File: config.mk
export PLATFORM = sky130hd
export DESIGN_NAME = rr_data_write_arbiter
export DESIGN_NICKNAME = d
export VERILOG_FILES = /design/src/rtl/rr_data_write_arbiter.sv
export SDC_FILE = /design/constraint.sdc
export NUM_CORES = 1
export LEC_CHECK = 0
export ABC_AREA = 1
export CAP_MARGIN = 20
export CORE_MARGIN = 10
export CORE_UTILIZATION = 43
export CTS_BUF_LIST = sky130_fd_sc_hd__clkbuf_4 sky130_fd_sc_hd__clkbuf_8
export CTS_CLUSTER_SIZE = 16
export DETAILED_ROUTE_END_ITERATION = 12
export MAX_ROUTING_LAYER = met4
export PLACE_DENSITY = 0.9
export RECOVER_POWER = 100
export SYNTH_ARGS = -nofsm -noshare
export SYNTH_HDL_FRONTEND = slang
export SYNTH_SLANG_ARGS = --single-unit
File: constraint.sdc
create_clock -name clock -period 4.6 [get_ports clock]
set_input_delay 0.46 -clock clock [delete_from_list [all_inputs] [get_ports clock]]
set_output_delay 0.46 -clock clock [all_outputs]
set_load 0.05 [all_outputs]
File: src/rtl/rr_data_write_arbiter.sv
// N-input write-request arbiter for a cache data-array port with selectable fixed-priority or
// round-robin policy and a one-entry registered output stage.
module rr_data_write_arbiter #(
   parameter  int N_IN   = 4,
   parameter  int DATA_W = 32,
   parameter  int SET_W  = 6,
   parameter  int BLK_W  = 2,
   parameter  int WAY_W  = 4,
   parameter  int MASK_W = 4,
   parameter  int RR_EN  = 1,
   localparam int CH_W   = (N_IN > 1) ? $clog2(N_IN) : 1
) (
   input  logic                     clock,
   input  logic                     reset,
   input  logic [N_IN-1:0]          io_in_valid,
   output logic [N_IN-1:0]          io_in_ready,
   input  logic [N_IN*DATA_W-1:0]   io_in_bits_data,
   input  logic [N_IN*SET_W-1:0]    io_in_bits_set,
   input  logic [N_IN*BLK_W-1:0]    io_in_bits_blockSelOH,
   input  logic [N_IN*WAY_W-1:0]    io_in_bits_way,
   input  logic [N_IN*MASK_W-1:0]   io_in_bits_mask,
   input  logic                     io_out_ready,
   output logic                     io_out_valid,
   output logic [DATA_W-1:0]        io_out_bits_data,
   output logic [SET_W-1:0]         io_out_bits_set,
   output logic [BLK_W-1:0]         io_out_bits_blockSelOH,
   output logic [WAY_W-1:0]         io_out_bits_way,
   output logic [MASK_W-1:0]        io_out_bits_mask,
   output logic [CH_W-1:0]          io_out_chosen
);

   logic [CH_W-1:0]   last;
   logic [CH_W-1:0]   cand_idx;
   logic [CH_W-1:0]   grant_idx;
   logic [N_IN-1:0]   grant;
   logic              found;
   logic              acc;
   logic              fire;
   logic [DATA_W-1:0] sel_data;
   logic [SET_W-1:0]  sel_set;
   logic [BLK_W-1:0]  sel_blk;
   logic [WAY_W-1:0]  sel_way;
   logic [MASK_W-1:0] sel_mask;

   // Scan order starts just past the last winner (round-robin) or at channel 0 (fixed).
   always_comb begin
      // NOTE: every comb output gets a default first so no path leaves it unassigned (no latch).
      grant     = '0;
      grant_idx = '0;
      found     = 1'b0;
      cand_idx  = '0;
      for (int k = 1; k <= N_IN; k++) begin
         cand_idx = (RR_EN != 0) ? CH_W'((int'(last) + k) % N_IN) : CH_W'(k - 1);
         if (!found && io_in_valid[cand_idx]) begin
            found           = 1'b1;
            grant[cand_idx] = 1'b1;
            grant_idx       = cand_idx;
         end
      end
   end

   always_comb begin
      sel_data = '0;
      sel_set  = '0;
      sel_blk  = '0;
      sel_way  = '0;
      sel_mask = '0;
      for (int i = 0; i < N_IN; i++) begin
         if (grant[i]) begin
            sel_data = io_in_bits_data[i*DATA_W +: DATA_W];
            sel_set  = io_in_bits_set[i*SET_W +: SET_W];
            sel_blk  = io_in_bits_blockSelOH[i*BLK_W +: BLK_W];
            sel_way  = io_in_bits_way[i*WAY_W +: WAY_W];
            sel_mask = io_in_bits_mask[i*MASK_W +: MASK_W];
         end
      end
   end

   // The register can take a new entry when empty or when it drains this cycle.
   assign acc         = !io_out_valid || io_out_ready;
   assign fire        = reset && acc && found;
   assign io_in_ready = fire ? grant : '0;

   always_ff @(posedge clock) begin
      // NOTE: sequential state uses non-blocking assignments so all registers update together.
      if (!reset) begin
         io_out_valid           <= 1'b0;
         io_out_bits_data       <= '0;
         io_out_bits_set        <= '0;
         io_out_bits_blockSelOH <= '0;
         io_out_bits_way        <= '0;
         io_out_bits_mask       <= '0;
         io_out_chosen          <= '0;
         last                   <= CH_W'(N_IN - 1);
      end else if (fire) begin
         io_out_valid           <= 1'b1;
         io_out_bits_data       <= sel_data;
         io_out_bits_set        <= sel_set;
         io_out_bits_blockSelOH <= sel_blk;
         io_out_bits_way        <= sel_way;
         io_out_bits_mask       <= sel_mask;
         io_out_chosen          <= grant_idx;
         if (RR_EN != 0) last <= grant_idx;
      end else if (io_out_ready) begin
         io_out_valid <= 1'b0;
      end
   end

endmodule
# Word level (Yosys, flattened, before mapping)
# Index checks and enable logic that the tools add are counted.
[word_totals] out_inout_bits=55 register_bits=53 elab_cells=89 input_bits=199
[classes] add_sub_neg=4 bitwise_logic=3 n_reduce_logical=15 n_lt_le_gt_ge=8 n_mux=51
[ops] op="32-bit 2-to-1 mux" count=4
[ops] op="4-bit 2-to-1 mux" count=13
[ops] op="6-bit 2-to-1 mux" count=4
[ops] op="2-bit 2-to-1 mux" count=8
[ops] op="1-bit 2-to-1 mux" count=14
[ops] op="2-bit by 3-bit less-than comparator with 1-bit output, second input constant" count=4
[ops] op="4-bit bitwise OR" count=3
[ops] op="1-bit logical AND" count=9
[ops] op="1-bit binary-select mux with 2-bit select" count=4
[ops] op="1-bit demux with 2-bit select" count=4
[ops] op="2-bit by 1-bit >= comparator with 1-bit output, second input constant" count=4
[ops] op="2-bit by 1-bit adder with 2-bit output, second input constant" count=2
[ops] op="2-bit adder, second input constant" count=2
[ops] op="1-bit zero test" count=4
[ops] op="2-bit nonzero test" count=1
[ops] op="1-bit logical OR" count=1

# Longest topological paths before layout
[logic_depth] ltp_word=17 depth_mapped=18 depth_no_buf=15

# Least setup slack after synthesis
# Ideal clock, no wire load.
[synth_path] kind="register to output" start="reg last[1]" end="out io_in_ready[0]" stages_incl_launch_ff=12 path_buffers=2 t_arrival_ns=2.620 slack_ns=1.520 required_time_ns=4.140 cell_sequence="dfxtp_1 -> inv_1 -> ha_1 -> inv_1 -> nand3_2 -> nand2_4 -> nor2_4 -> nand3_1 -> nand2_1 -> buf_4 -> buf_2 -> a31oi_1"
[synth_via] elab_chain_len=15 elab_cells_between_ends=51 cone_classes="add/sub: 4; order compare: 8; mux: 25; bitwise: 3; reduce/logical: 11"
[synth_lines] item="start: declaration" line_no="32" source="logic [CH_W-1:0] last;"
[synth_lines] item="start signal: assignment" line_no="94" source="last <= CH_W'(N_IN - 1);"
[synth_lines] item="start signal: assignment" line_no="103" source="if (RR_EN != 0) last <= grant_idx;"
[synth_lines] item="branches (longest 14 deep; another with 2-bit by 3-bit less-than comparator with 1-bit output)"
[synth_lines] item="4-bit 2-to-1 mux *" line_no="82" source="assign io_in_ready = fire ? grant : '0;"
[synth_lines] item="end: declaration" line_no="16" source="output logic [N_IN-1:0] io_in_ready,"
# Every way passes the cells marked *. The select of a mux whose other input is x is not followed.

# Worst setup path after layout
[layout_path] start="reg last[0]" end="reg io_out_bits_data[25]"
[layout_via] elab_chain_len=17 elab_cells_between_ends=54 cone_classes="add/sub: 4; order compare: 8; mux: 28; bitwise: 3; reduce/logical: 11"
[layout_lines] item="branches (longest 17 deep; another with 2-bit by 3-bit less-than comparator with 1-bit output)"
[layout_lines] item="end signal: assignment" line_no="97" source="io_out_bits_data <= sel_data;"
[layout_lines] item="end: declaration" line_no="24" source="output logic [DATA_W-1:0] io_out_bits_data,"
# Several ways; the timed one is not identified. The select of a mux whose other input is x is not followed.
# A chain may end at the register's enable or synchronous reset.

==> out/summary.txt <==
# resized after CTS = 0
vias per std cell = 5.04
number of input and output port buffers inserted = 253
clock latency of the later-clocked register in the worst-skew pair = 0.30 ns
sequence of cells on the critical path = inv_6, ha_1, inv_1, nand3_2, nand2_4, nor2_1, nand4_1, nand2_1, nand3_1, nand2_1, inv_1, a21oi_2
WL/cell = 16.6 microns
largest net degree at the start of global routing = 53
std cell rows = 36
Tightest Pin Transition = 1.75 ns
initial antenna violation count = 0
number of clock sinks = 53
depth of the worst hold-timing path = 2
Critical R2R Capture = io_out_bits_data[25]
number of synthesized register bits = 53
setup repair after global routing missed its margin = false
largest fanout on the critical path = 48
Final GP Congestion = 0.965
Iteration-0 DRC Markers = 375
end point of the most critical hold path = io_out_chosen[0]
most used cells in the layout excluding fill and tap cells = nand2_1, clkdlybuf4s50_1, nand3_1
number of standard cells after synthesis = 738
setup tns final = 0 ns
peak supply drop = 0.558 mV
number of max-cap violations = 1
number of buffers and inverters on the critical path = 3
overall die area = 0.0145 sq mm
global-route congestion overflow total = 0
number of antenna-violating nets in the routed design = 0
net count of the mapped netlist = 945
number of global-route vias before repair = 5416
Yosys warnings = 0
Die Wd = 120 microns
number of nets at the end of the flow = 1164
final critical path time including I/O delays and setup = 3.86 ns
total setup violations reported at the end of the flow = 0
ys async rst share = 0
top cell type by total area after synthesis = dfxtp_1
setup repair bufs after CTS = 0
Max transition margin = -0.167
PD cells = 872 mW/mm^2
Synth Flop Type = dfxtp_1
final routed wirelength across all metal layers = 18200 microns
standard cell with the maximum stage delay on the critical path = nand2_1
Worst EP arrival = 4.09 ns
count of final hold-check violations = 0
clock-pin slew on the worst setup and hold paths = 0.10 ns
buffers from clock root to sink, at most = 2
cell at the root of the clock tree = clkbuf_8
maximum achievable frequency = 259 MHz
maximum clock skew at final layout = 0.00912 ns
Unique masters post-synth = 29
total routing usage reported by global routing = 0.243
minimum setup slack among reg-to-reg paths = 0.74 ns
final slew viol count = 49
cell family contributing the most delay on the critical path = simple AND/OR/NAND/NOR gates
portion of the clock cycle consumed by the worst path in the final layout = 0.840
Post-Route Hold Slack = 0.467 ns
Post-Syn Area per Cell = 5.87 sq um
synthesized area = 0.00433 sq mm
number of filler instances in the final layout = 879
half-perimeter wire length of the detailed placement result = 13600 microns
DRC violations left = 0
R2R cell count = 12
startpoint of the worst register-to-register path = last[0]
share of the synthesized area in the top cell type = 0.245
placeable core region = 0.00977 sq mm
area growth from synthesis to final layout = 58.0%
via count of the routed design = 5502
number of I/O pins = 254
First-pass DRT Iterations = 5
portion of the post-synthesis area used by sequential elements = 0.245
Post-synth EDFFs = 0
class of the worst hold path = reg2reg
cell types with the largest area share after synthesis = dfxtp_1, nand2_1, nand3_1
LEAKAGE = 3.14 nW
status = finished, violations left
total clock buffers created by CTS = 5
number of H-tree branching levels = 2
worst setup path class = reg2reg
data required time of the critical path = 4.83 ns
clock tree from TritonCTS = yes
wire length of the first global-routing pass = 28100 microns
most frequent standard cell in the layout excluding fill and tap cells = nand2_1
Initial Utilization = 0.443
crit path launch type = register
Setup crit end kind = register
height of the die = 120 microns
Hold-fix buffers, CTS = 0
ANT cells = 0
startpoint of the most critical hold path = io_out_chosen[0]
Crit path largest cell delay = 1.32 ns
share of layout cells above drive strength 1 = 0.0605
violated checks = capacitance limit, slew limit
Total Power Consumption = 5.97 mW
per-layer routing:
metal	track usage	vias to the layer above	part of all wire
met2	0.394	265	0.48
met5	-	-	0
met1	0.279	2428	0.39
met3	0.0777	30	0.10
li1	-	2779	-
met4	0.0830	0	0.028
synth_stat cells, types with 4 or more instances:
library cell  count
a21oi_1          82
a21oi_2          18
buf_2            27
buf_6            14
clkbuf_1          7
dfxtp_1          53
ha_1              8
inv_1            56
inv_2             5
nand2_1         220
nand2_2           9
nand3_1         105
nand3_2           6
nand4_1           4
nor2_1          102
nor2_4            4
o21ai_0           4
cell type report:
| class | instances | area (sq um) | share of cell area |
|---|---|---|---|
| multi-input cells | 570 | 2650 | 0.387 |
| repair buffers | 264 | 2610 | 0.381 |
| flip-flops and latches | 53 | 1060 | 0.155 |
| inverters | 63 | 241 | 0.0353 |
| well taps | 133 | 166 | 0.0243 |
| clock buffers | 7 | 90.1 | 0.0132 |
| clock inverters | 1 | 30.0 | 0.00439 |
where the power goes:
| group | leakage (nW) | total [mW] | internal [mW] | switching, mW |
|---|---|---|---|---|
| combinational | 2.64 | 4.80 | 1.46 | 3.34 |
| sequential | 0.434 | 0.823 | 0.691 | 0.132 |
| clock | 0.0619 | 0.342 | 0.184 | 0.158 |
flip-flops by register name, summed over array words and instances (netlist names):
name / cells
io_out_bits_mask: 4
io_out_valid: 1
io_out_bits_way: 4
io_out_chosen: 2
io_out_bits_blockSelOH: 2
io_out_bits_data: 32
last: 2
io_out_bits_set: 6
cells by family (layout without fill, tap and decap cells):
logic type	Yosys count	in the layout	share of synthesized area
and+or+nand+nor	451	451	0.446
buffers and inverters	115	335	0.135
AOI/OAI and AO/OA	111	111	0.151
DFF	53	53	0.245
adders and majority gates	8	8	0.0231
metrics by stage:
stage	instance area [sq um]	instances	setup WS (ns)	utilization
floorplan	4330	738	1.52	-
finish	6850	1091	0.735	0.701
global placement	6770	1083	1.35	0.693
CTS	6890	1091	0.954	0.705
detailed placement	6770	1083	1.27	0.693
global route	6850	1091	0.375	0.701
worst min-delay path: cells and delay by family (launching register included):
kind | cells | cell delay [ns]
and+or+nand+nor | 1 | 0.06
AOI/OAI and AO/OA | 1 | 0.05
DFF | 1 | 0.32
worst max path at each step:
stage / start / to / depth (start not counted)
after floorplan: last[1] / io_in_ready[0] / 11
after detailed placement: last[0] / io_out_bits_data[0] / 15
after global placement: last[0] / io_in_ready[2] / 13
final: last[0] / io_out_bits_data[25] / 12
after global routing: last[1] / io_out_bits_data[30] / 12
after CTS: last[0] / io_in_ready[2] / 13
Note: power is estimated with default switching activity, not from simulation.
